File: config.mk
export PLATFORM = sky130hd
export DESIGN_NAME = ysyx_22050710_ifu_pcgen
export DESIGN_NICKNAME = d
export VERILOG_FILES = /design/src/rtl/ysyx_22050710_ifu_pcgen.sv
export SDC_FILE = /design/constraint.sdc
export NUM_CORES = 1
export LEC_CHECK = 0
export BUFFER_PORTS_ARGS = -buffer_cell sky130_fd_sc_hd__buf_4
export CAP_MARGIN = 5
export CORE_MARGIN = 4
export CORE_UTILIZATION = 45
export DETAILED_ROUTE_END_ITERATION = 10
export PLACE_DENSITY = 0.78
export SLEW_MARGIN = 20
export SYNTH_ARGS = -nofsm -noshare
export SYNTH_HDL_FRONTEND = slang
export SYNTH_SLANG_ARGS = --single-unit
File: constraint.sdc
create_clock -name i_clk -period 6.8 [get_ports i_clk]
set_input_delay 0.68 -clock i_clk [delete_from_list [all_inputs] [get_ports i_clk]]
set_output_delay 0.68 -clock i_clk [all_outputs]
set_load 0.02 [all_outputs]
File: src/rtl/ysyx_22050710_ifu_pcgen.sv
// IF-stage PC generator: owns the fetch PC, issues one imem request at a
// time and hands {pc, inst} to ID through a one-entry buffer.
module ysyx_22050710_ifu_pcgen #(
    parameter int               PC_WD    = 64,
    parameter int               INST_WD  = 32,
    parameter logic [PC_WD-1:0] RESET_PC = PC_WD'(64'h8000_0000)
) (
    input  logic               i_clk,
    input  logic               i_rst,
    input  logic               i_br_sel,
    input  logic [PC_WD-1:0]   i_br_target,
    output logic               o_ireq_valid,
    input  logic               i_ireq_ready,
    output logic [PC_WD-1:0]   o_ireq_addr,
    input  logic               i_irsp_valid,
    output logic               o_irsp_ready,
    input  logic [INST_WD-1:0] i_irsp_data,
    output logic               o_if_valid,
    input  logic               i_id_ready,
    output logic [PC_WD-1:0]   o_if_pc,
    output logic [INST_WD-1:0] o_if_inst
);

    typedef enum logic [1:0] {
        IDLE = 2'd0,
        REQ  = 2'd1,
        WAIT = 2'd2
    } state_t;

    state_t             state_q;
    state_t             state_d;
    logic [PC_WD-1:0]   pc_q;
    logic               drop_q;
    logic               out_valid_q;
    logic [PC_WD-1:0]   out_pc_q;
    logic [INST_WD-1:0] out_inst_q;

    logic req_hs;
    logic rsp_hs;
    logic load;

    assign req_hs = o_ireq_valid & i_ireq_ready;
    assign rsp_hs = o_irsp_ready & i_irsp_valid;
    // a response arriving alongside a redirect belongs to the old path
    assign load   = rsp_hs & ~drop_q & ~i_br_sel;

    always_ff @(posedge i_clk) begin
        if (i_rst) state_q <= IDLE;
        else       state_q <= state_d;
    end

    always_comb begin
        state_d = state_q;
        unique case (state_q)
            IDLE:    state_d = REQ;
            REQ:     if (req_hs) state_d = WAIT;
            WAIT:    if (rsp_hs) state_d = REQ;
            default: state_d = IDLE;
        endcase
    end

    always_comb begin
        o_ireq_valid = 1'b0;
        o_irsp_ready = 1'b0;
        o_ireq_addr  = '0;
        unique case (state_q)
            IDLE: ;
            REQ: begin
                o_ireq_valid = 1'b1;
                o_ireq_addr  = pc_q;
            end
            WAIT: begin
                o_ireq_addr  = pc_q;
                o_irsp_ready = drop_q | ~out_valid_q | i_id_ready;
            end
            default: ;
        endcase
    end

    always_ff @(posedge i_clk) begin
        if (i_rst) begin
            pc_q   <= RESET_PC;
            drop_q <= 1'b0;
        end else begin
            if (i_br_sel)  pc_q <= i_br_target;
            else if (load) pc_q <= pc_q + PC_WD'(4);
            if (rsp_hs)
                drop_q <= 1'b0;
            else if (i_br_sel && (req_hs || state_q == WAIT))
                drop_q <= 1'b1;
        end
    end

    always_ff @(posedge i_clk) begin
        if (i_rst) begin
            out_valid_q <= 1'b0;
            out_pc_q    <= '0;
            out_inst_q  <= '0;
        end else begin
            if (i_br_sel)                      out_valid_q <= 1'b0;
            else if (load)                     out_valid_q <= 1'b1;
            else if (out_valid_q & i_id_ready) out_valid_q <= 1'b0;
            if (load) begin
                out_pc_q   <= pc_q;
                out_inst_q <= i_irsp_data;
            end
        end
    end

    assign o_if_valid = out_valid_q;
    assign o_if_pc    = out_pc_q;
    assign o_if_inst  = out_inst_q;

endmodule

==> summary.txt, run 1 <==
Drt
  – DRT Wirelength: 25.2 mm
  – 1st-iter DRT viols: 891
  – Via density: 5.59
  – DRT Pass-1 Iters: 6
  – Vias: 8162
  – Routed length per instance: 17.2 um
  – DRC errors left: 0
  – Post-DRT Antenna Nets: 0

Final layout
  – Layout Utilization: 61.8%
  – Register area: 3280 um2
  – N_diodes: 0
  – Layout cells sized above 1: 25.5%
  – Fillers: 1587
  – Multi-input gate area: 4210 um2
  – Number of nets in the layout: 1334
  – Area Overhead vs Synth: 32.6%

Floorplan
  – IO Count: 265
  – DIE AREA: 19600 um2
  – Starting density of the core: 46.6%
  – Die width: 140 um
  – Die height: 140 um
  – Std-Cell Rows: 47
  – Core Box Area: 16800 um2

Logic synthesis
  – Post-Synthesis Cells: 1019
  – Synth area leaders: dfxtp_1 42%, nand2_1 11%, a21oi_1 6.6%, and2_1 5.6%, clkbuf_1 3.3%
  – Synth async-reset ratio: 0%
  – EDFF count, synth: 0
  – Xor/xnor share of the synthesized area: 2.12%
  – Seq/Total Area, Yosys: 41.9%
  – Mux contribution to synthesized area: 0.639%
  – Post-synthesis cell type with the largest combined area: dfxtp_1
  – Largest family of logic cells by synthesized area: simple AND/OR/NAND/NOR gates
  – Post-Syn Area: 7840 um2
  – Post-Synth Adder-Cell Area: 0.798%
  – Post-Syn Nets: 1126
  – Syn Area/Cell: 7.69 um2
  – Synth Area in Compound Gates: 16.6%
  – Post-synth cell types: 48
  – Commonest cells in the netlist: 227 x nand2_1, 164 x dfxtp_1, 104 x a21oi_1
  – Synth Flop Type: dfxtp_1
  – Simple-gate share of the synthesized area: 33.4%
  – #FFs+latches synth: 164
  – Syn. warnings: 0
  – Most common cell in the synthesized netlist: nand2_1
  – Area share of the largest cell type after synthesis: 41.9%

Clock tree
  – CTS root buffer: clkbuf_16
  – Htree depth: 4
  – Post-CTS Resized: 0
  – Clock latency on the worst-skew pair: 0.43 ns
  – Clock tree from TritonCTS: done
  – Post-CTS Setup Inserts: 0
  – Max clock buf depth: 2
  – Reg clk slew, reported paths: 0.07 ns
  – Clk sinks: 164
  – CTS Hold Bufs: 0
  – CTS Buf Count: 17

Pwr
  – Maximum VDD drop: 0.184 mV
  – PD cells: 255 nW/um2
  – Leak Pwr: 0.00409 uW

Placed design
  – Pre-CTS WS: 3.68 ns
  – Port Buffers: 264
  – Gpl congestion: 0.883
  – HPWL after DPL: 17.6 mm

STA
  – Post-route setup TNS: 0 ns
  – Skew final: 0.0110 ns
  – RSZ-0062 raised after global routing: no
  – Worst slew pin tran: 1.08 ns
  – Max-slew violation count: 0
  – Final WS setup: 3.70 ns
  – Final setup viols: 0
  – Minimum clock period: 3.10 ns
  – Final hold violations: 0
  – Period utilization: 45.6%
  – Slew headroom: 28.1%
  – Worst hold slack: 0.454 ns
  – Maximum clock frequency: 323 MHz

Worst hold path
  – Hold/Removal Path Class: flop to flop

Setup path
  – Crit. End Element: flop
  – CP arrival: 3.45 ns
  – Crit path kind: flop to flop
  – Worst Path Required: 7.15 ns
  – Peak fanout along the critical path: 60
  – Worst Setup Start Kind: flop

Outcome
  – Status: finished clean

Global routing
  – Largest net degree at the start of global routing: 98
  – Grt total ovfl: 0
  – Vias in the first global route: 7713
  – GRT Util Overall: 24.9%
  – Initial antenna violation count: 0
  – First-pass GRT wire length: 40.3 mm

Flow run
  – Max Cap Violations: 0
-- worst max-delay path: stages, from the launching register on --
cell	delay (ns)
dfxtp_1	0.34
inv_1	0.09
ha_1	0.26
nor2b_1	0.36
nand3_2	0.27
nor2_4	0.70
buf_4	0.67
nand2_1	0.14
a21oi_1	0.14
-- power by group --
part | leakage, uW | switching [uW] | internal, uW
combinational | 0.00248 | 384 | 258
clock | 0.000267 | 417 | 519
sequential | 0.00134 | 59.3 | 1010
-- kinds of logic (layout without fill, tap and decap cells) --
family	after synthesis	after routing
buffers and inverters	92	313
xor gates and xnor gates	19	19
adders and majority gates	5	5
and+or+nand+nor	526	526
muxes	5	5
DFF	164	164
AOI/OAI and AO/OA	208	208
-- layer usage --
| layer | vias up | GRT usage, % | part of all wire (%) |
|---|---|---|---|
| met1 | 3802 | 31.4 | 41 |
| met5 | - | 0 | 0 |
| met4 | 0 | 8.62 | 2.4 |
| met3 | 44 | 6.03 | 8.0 |
| met2 | 323 | 41.7 | 49 |
| li1 | 3993 | - | - |
-- through the flow --
stage	instance area [um2]	power, uW	instances
after global routing	10400	2760	1460
after floorplan	7840	1450	1019
after global placement	9830	1720	1428
final	10400	2650	1460
after detailed placement	9830	1730	1428
after CTS	10400	2660	1460
-- registers in the layout (all words and copies together) (netlist names) --
signal	count
o_if_valid	1
o_if_inst	32
state_q	2
drop_q	1
pc_q	64
o_if_pc	64
-- final cells by class --
type	count	area share [%]
clock buffer	19	4.26
clock inverter	13	1.18
inverter	12	0.433
multi-input combinational	763	40.5
sequential	164	31.6
tap	220	2.65
timing repair buffer	269	19.4
-- worst paths after layout --
kind | cells after the start | start | slack, ns | end
worst max-delay path | 8 | state_q[0]$_SDFFE_PP0P_ | 3.70 | o_if_pc[4]$_SDFFE_PP0P_
worst min-delay path | 2 | o_if_pc[11]$_SDFFE_PP0P_ | 0.45 | o_if_pc[11]$_SDFFE_PP0P_
worst max register to register | 8 | state_q[0]$_SDFFE_PP0P_ | 3.70 | o_if_pc[4]$_SDFFE_PP0P_
worst min register to register | 2 | o_if_pc[11]$_SDFFE_PP0P_ | 0.45 | o_if_pc[11]$_SDFFE_PP0P_
-- cells in the final DEF (no fill, tap or decap), drive strengths merged, types with 19 or more instances in the layout --
cell type  netlist  routed
clkbuf          69      19
buf             11     269
nor2            65      65
nand3           22      22
a311oi          21      21
and3            22      22
a211oi          22      22
nand2          228     228
and2            70      70
o21ai           24      24
dfxtp          164     164
a21oi          104     104
nand4           31      31
No activity file was read; power rests on OpenSTA's default activity.
==> inputs of run 2 (changes only) <==
Settings changed: PLACE_DENSITY 0.78 to 0.81.
Clock period 6.8 ns to 2.7 ns, I/O delays scaled along.
==> summary.txt, run 2 (synthesized netlist as in run 1, its figures left out) <==
Pwr
  – Maximum VDD drop: 0.441 mV (+140%)
  – Sequential power share: 39.7% (-0.6 points)
  – PD cells: 637 nW/um2 (+150%)
  – NetSw: 2210 uW (+160%)
  – Net Sw Frac: 32.7% (+0.20 points)
  – Final Total Pwr: 6750 uW (+160%)
  – Leak Pwr: 0.00420 uW (+2.8%)
  – Clock Power Share: 34.5% (-0.9 points)
  – Gate power share: 25.8% (+1.5 points)
  – Pint: 4540 uW (+150%)

Clock tree
  – Reg clk slew, reported paths: 0.07 ns (about the same)
  – Clk sinks: 164 (unchanged)
  – CTS Hold Bufs: 0 (unchanged)
  – Clock latency on the worst-skew pair: 0.43 ns (about the same)
  – CTS root buffer: clkbuf_16
  – Post-CTS Resized: 0 (unchanged)
  – Htree depth: 4 (unchanged)
  – Max clock buf depth: 2 (unchanged)
  – CTS Buf Count: 17 (unchanged)
  – Post-CTS Setup Inserts: 0 (unchanged)
  – Clock tree from TritonCTS: done

STA
  – Final setup viols: 0 (unchanged)
  – RSZ-0062 raised after global routing: no
  – Slew headroom: 48.0% (+20 points)
  – Final hold violations: 0 (unchanged)
  – Post-route setup TNS: 0 ns (unchanged)
  – Max-slew violation count: 0 (unchanged)
  – Maximum clock frequency: 391 MHz (+21%)
  – Period utilization: 94.7% (+49 points)
  – Skew final: 0.00924 ns (-0.00177 ns)
  – Worst slew pin tran: 0.779 ns (-0.299 ns)
  – Minimum clock period: 2.56 ns (-0.541 ns)

Placed design
  – Inst Count DP: 1449 (+1.5%)
  – HPWL after DPL: 18.0 mm (+2.5%)
  – Port Buffers: 264 (unchanged)
  – Gpl congestion: 0.927 (+5.0%)

Drt
  – Via density: 5.70 (+1.9%)
  – Routed length per instance: 17.4 um (+0.63%)
  – DRC errors left: 0 (unchanged)
  – Vias: 8433 (+3.3%)
  – DRT Pass-1 Iters: 5 (-1)
  – DRT Wirelength: 25.7 mm (+2.0%)
  – 1st-iter DRT viols: 693 (-22%)
  – Post-DRT Antenna Nets: 0 (unchanged)

Setup path
  – Worst r2r src: state_q[0]$_SDFFE_PP0P_
  – CP max stage delay: 0.54 ns (-0.16 ns)
  – Slowest CP cell: or4_1
  – Worst Setup Start Kind: flop
  – Crit. End Element: flop
  – R2r worst-path depth: 8 (unchanged)
  – Most frequent CP cell: or4_1
  – Peak fanout along the critical path: 16 (-73%)
  – Buf/Inv on CP: 2 (unchanged)
  – R2r setup slk: 0.14 ns (-3.56 ns)
  – CP arrival: 2.89 ns (-0.56 ns)
  – Ordered cell list for the critical path: inv_1, ha_1, nor2b_2, nand4_1, or4_1, buf_4, or4_1, a311oi_2
  – Crit-path leading delay family: simple AND/OR/NAND/NOR gates
  – Reg-to-reg critical path endpoint: pc_q[53]$_SDFFE_PP0P_
  – Worst Path Required: 3.03 ns (-4.12 ns)
  – Crit path kind: flop to flop

Worst hold path
  – Worst hold start: i_irsp_data[13]
  – WHS Endpoint: o_if_inst[13]$_SDFFE_PP0P_
  – Hold path cells: 3 (+1)
  – Hold/Removal Path Class: input pin to flop

Final layout
  – Commonest non-fill, non-tap cells in the layout: 287 x buf_4, 227 x nand2_1, 164 x dfxtp_1
  – Multi-input gate area: 4220 um2 (+0.21%)
  – Register area: 3280 um2 (unchanged)
  – Most common cell after layout, fill and taps aside: buf_4
  – Area Overhead vs Synth: 35.1%
  – Fillers: 1467 (-7.6%)
  – Fin cells: 1480 (+1.4%)
  – N_diodes: 0 (unchanged)
  – Layout Utilization: 63.0% (+1.2 points)
  – Layout cells sized above 1: 26.9% (+1.4 points)
  – Number of nets in the layout: 1355 (+1.6%)

Global routing
  – Largest net degree at the start of global routing: 97 (-1.0%)
  – First-pass GRT wire length: 40.6 mm (+0.77%)
  – Vias in the first global route: 7764 (+0.66%)
  – Initial antenna violation count: 0 (unchanged)
  – Grt total ovfl: 0 (unchanged)
  – GRT Util Overall: 25.0% (+0.086 points)

Outcome
  – Status: finished clean

Floorplan
  – Std-Cell Rows: 47 (unchanged)
  – Core Box Area: 16800 um2 (unchanged)
  – IO Count: 265 (unchanged)
  – Die width: 140 um (unchanged)
  – Starting density of the core: 46.6% (unchanged)
  – Die height: 140 um (unchanged)
  – DIE AREA: 19600 um2 (unchanged)

Flow run
  – Max Cap Violations: 0 (unchanged)
==> run 2: worst register-to-register path, stage by stage (launching register included) <==
cell      delay [ns]
dfxtp_1         0.35
inv_1           0.10
ha_1            0.18
nor2b_2         0.20
nand4_1         0.10
or4_1           0.54
buf_4           0.21
or4_1           0.50
a311oi_2        0.28
==> run 2: worst max-delay path by stage <==
stage                                        from                    end  slack, ns  depth (start not counted)
final                     state_q[0]$_SDFFE_PP0P_  pc_q[53]$_SDFFE_PP0P_       0.14                          8
after global routing        pc_q[15]$_SDFFE_PP0P_  pc_q[47]$_SDFFE_PP0P_      0.008                          5
after CTS                 state_q[0]$_SDFFE_PP0P_  pc_q[53]$_SDFFE_PP0P_       0.08                          8
after detailed placement  state_q[0]$_SDFFE_PP0P_  pc_q[45]$_SDFFE_PP0P_       0.11                          8
after global placement    state_q[0]$_SDFFE_PP0P_  pc_q[51]$_SDFFE_PP0P_       0.19                          8
after floorplan           state_q[0]$_SDFFE_PP0P_  pc_q[55]$_SDFFE_PP0P_       0.27                          9
==> run 2: per-layer routing <==
layer  track usage (%)  up-vias  share of wire (%)
li1                  -     4040                  -
met1              32.1     3966                 42
met2              41.8      375                 48
met3              6.68       52                7.7
met4              6.63        0                2.0
met5                 0        -                  0
==> run 2: metrics by stage <==
stage               setup slack (ns)  area (um2)  hold WS (ns)
floorplan                      0.269        7840         0.406
global placement               0.189       10000         0.442
detailed placement             0.111       10000         0.447
CTS                           0.0807       10600        0.0718
global route                 0.00784       10600        0.0761
finish                         0.143       10600        0.0800
==> run 2: power groups by stage <==
stage / sequential, uW / combinational [uW] / clock (uW)
after floorplan: 2730 / 927 / 0
after global placement: 2720 / 1710 / 0
after detailed placement: 2730 / 1730 / 0
after CTS: 2670 / 1740 / 2360
after global routing: 2690 / 1870 / 2470
final: 2680 / 1740 / 2330
==> run 2: area by class of cell <==
cell class | instances | area share [%]
multi-input combinational | 763 | 39.8
inverter | 12 | 0.425
tap | 220 | 2.60
clock inverter | 14 | 1.24
clock buffer | 17 | 4.02
timing repair buffer | 290 | 20.9
sequential | 164 | 31.0
==> inputs of run 3 (changes only) <==
Settings changed: PLACE_DENSITY 0.81 to 0.8.
==> summary.txt, run 3 (synthesized netlist as in run 1, its figures left out) <==
Clock tree
  – Htree depth: 4 (unchanged)
  – Clk sinks: 164 (unchanged)
  – Clock tree from TritonCTS: done
  – Reg clk slew, reported paths: 0.07 ns (about the same)
  – CTS Hold Bufs: 0 (unchanged)
  – Post-CTS Setup Inserts: 0 (unchanged)
  – Post-CTS Resized: 0 (unchanged)
  – CTS Buf Count: 17 (unchanged)
  – CTS root buffer: clkbuf_16
  – Clock latency on the worst-skew pair: 0.42 ns (about the same)
  – Max clock buf depth: 2 (unchanged)

Drt
  – Vias: 8339 (-1.1%)
  – 1st-iter DRT viols: 728 (+5.1%)
  – Wire length on met3: 2.32 mm (+17%)
  – DRT Wirelength: 25.4 mm (-1.2%)
  – Top Layer Used: met4
  – Routed wl met2: 12.1 mm (-3.1%)
  – Post-DRT Antenna Nets: 0 (unchanged)
  – Routed length per instance: 17.2 um (-1.2%)
  – DRT Pass-1 Iters: 5 (unchanged)
  – Via density: 5.63 (-1.1%)
  – Met1 Wirelength: 10.4 mm (-3.0%)
  – DRC errors left: 0 (unchanged)

Floorplan
  – DIE AREA: 19600 um2 (unchanged)
  – IO Count: 265 (unchanged)
  – Die height: 140 um (unchanged)
  – Die width: 140 um (unchanged)
  – Starting density of the core: 46.6% (unchanged)
  – Core Box Area: 16800 um2 (unchanged)
  – Std-Cell Rows: 47 (unchanged)

Global routing
  – Largest net degree at the start of global routing: 97 (unchanged)
  – First-pass GRT wire length: 40.7 mm (+0.26%)
  – Grt total ovfl: 0 (unchanged)
  – GRT Util Overall: 25.1% (+0.14 points)
  – Vias in the first global route: 7774 (+0.13%)
  – Initial antenna violation count: 0 (unchanged)

Placed design
  – Gpl congestion: 0.903 (-2.6%)
  – Pre-CTS WS: 0.161 ns (+0.0503 ns)
  – Port Buffers: 264 (unchanged)
  – HPWL after DPL: 18.1 mm (+0.57%)

Pwr
  – PD cells: 627 nW/um2 (-1.6%)
  – Sequential power share: 40.3% (+0.6 points)
  – Pint: 4480 uW (-1.4%)
  – Clock Power Share: 33.8% (-0.7 points)
  – NetSw: 2170 uW (-1.7%)
  – Leak Pwr: 0.00419 uW (-0.24%)
  – Gate power share: 25.9% (about the same)
  – Final Total Pwr: 6650 uW (-1.5%)
  – Net Sw Frac: 32.7% (-0.077 points)
  – Maximum VDD drop: 0.440 mV (-0.27%)

Final layout
  – Number of nets in the layout: 1354 (-0.074%)
  – Commonest non-fill, non-tap cells in the layout: 284 x buf_4, 227 x nand2_1, 164 x dfxtp_1
  – Layout cells sized above 1: 26.7% (-0.16 points)
  – Area Overhead vs Synth: 35.2% (about the same)
  – Fillers: 1495 (+1.9%)
  – N_diodes: 0 (unchanged)
  – Most common cell after layout, fill and taps aside: buf_4

Setup path
  – Ordered cell list for the critical path: inv_1, ha_1, nor2b_1, nand4_1, or4_1, buf_12, or4_1, a311oi_2
  – Crit path kind: flop to flop
  – Buf/Inv on CP: 2 (unchanged)
  – Most frequent CP cell: or4_1
  – Crit. End Element: flop
  – Crit-path leading delay family: simple AND/OR/NAND/NOR gates
  – Worst Path Required: 3.04 ns (about the same)
  – Worst Setup Start Kind: flop
  – CP arrival: 2.91 ns (+0.02 ns)
  – CP max stage delay: 0.59 ns (+0.05 ns)
  – Slowest CP cell: or4_1
  – Peak fanout along the critical path: 16 (unchanged)

STA
  – Final setup viols: 0 (unchanged)
  – Minimum clock period: 2.57 ns (+0.0163 ns)
  – Max-slew violation count: 0 (unchanged)
  – Maximum clock frequency: 389 MHz (-0.63%)
  – Period utilization: 95.3% (+0.60 points)
  – Final WS setup: 0.126 ns (-0.0163 ns)
  – RSZ-0062 raised after global routing: no
  – Post-route setup TNS: 0 ns (unchanged)
  – Worst slew pin tran: 1.05 ns (+0.272 ns)
  – Final hold violations: 0 (unchanged)
  – Worst hold slack: 0.0840 ns (+0.00401 ns)
  – Slew headroom: 29.9% (-18 points)
  – Skew final: 0.00750 ns (-0.00174 ns)

Outcome
  – Status: finished clean

Flow run
  – Max Cap Violations: 0 (unchanged)

Worst hold path
  – Hold/Removal Path Class: input pin to flop
run 3: cell types whose count changed in the layout (fill, tap and decap cells not counted), sizes merged:
cell,delta
inv,-1
clkinvlp,+2
clkinv,-1
buf,-1
bufinv,-1
clkbuf,+2
run 3: path summary, 6_finish.rpt:
path	from	endpoint	slack [ns]	cells after the start
setup / recovery	state_q[0]$_SDFFE_PP0P_	pc_q[51]$_SDFFE_PP0P_	0.13	8
hold / removal	i_br_target[1]	pc_q[1]$_SDFFE_PP0P_	0.08	3
setup reg to reg	state_q[0]$_SDFFE_PP0P_	pc_q[51]$_SDFFE_PP0P_	0.13	8
hold reg to reg	o_if_pc[63]$_SDFFE_PP0P_	o_if_pc[63]$_SDFFE_PP0P_	0.45	2
run 3: layout make-up:
cell class | instances | area (um2) | area share (%)
Clock inverter | 13 | 103 | 0.968
Timing Repair Buffer | 289 | 2230 | 21.1
Sequential cell | 164 | 3280 | 31.0
Clock buffer | 19 | 443 | 4.18
Multi-Input combinational cell | 763 | 4210 | 39.8
Tap cell | 220 | 275 | 2.60
Inverter | 12 | 45.0 | 0.425
run 3: stage by stage:
step,instances,util [%],area [um2]
floorplan,1019,-,7840
global placement,1448,59.7,10000
detailed placement,1448,59.7,10000
CTS,1480,63.0,10600
global route,1480,63.0,10600
finish,1480,63.0,10600
run 3: metal layers:
metal,GRT usage (%),vias up
met4,8.11,0
met3,6.78,50
met1,32.9,3876
met2,40.4,372
met5,0,-
li1,-,4041
run 3: power by group through the flow:
stage / logic, uW / clock network, uW / registers (uW)
after floorplan: 927 / 0 / 2730
after global placement: 1710 / 0 / 2720
after detailed placement: 1720 / 0 / 2730
after CTS: 1730 / 2280 / 2670
after global routing: 1860 / 2390 / 2700
final: 1720 / 2250 / 2680
run 3: worst reg2reg max path: stages (launching register included):
cell	delay (ns)
dfxtp_1	0.34
inv_1	0.10
ha_1	0.18
nor2b_1	0.18
nand4_1	0.12
or4_1	0.59
buf_12	0.18
or4_1	0.53
a311oi_2	0.25
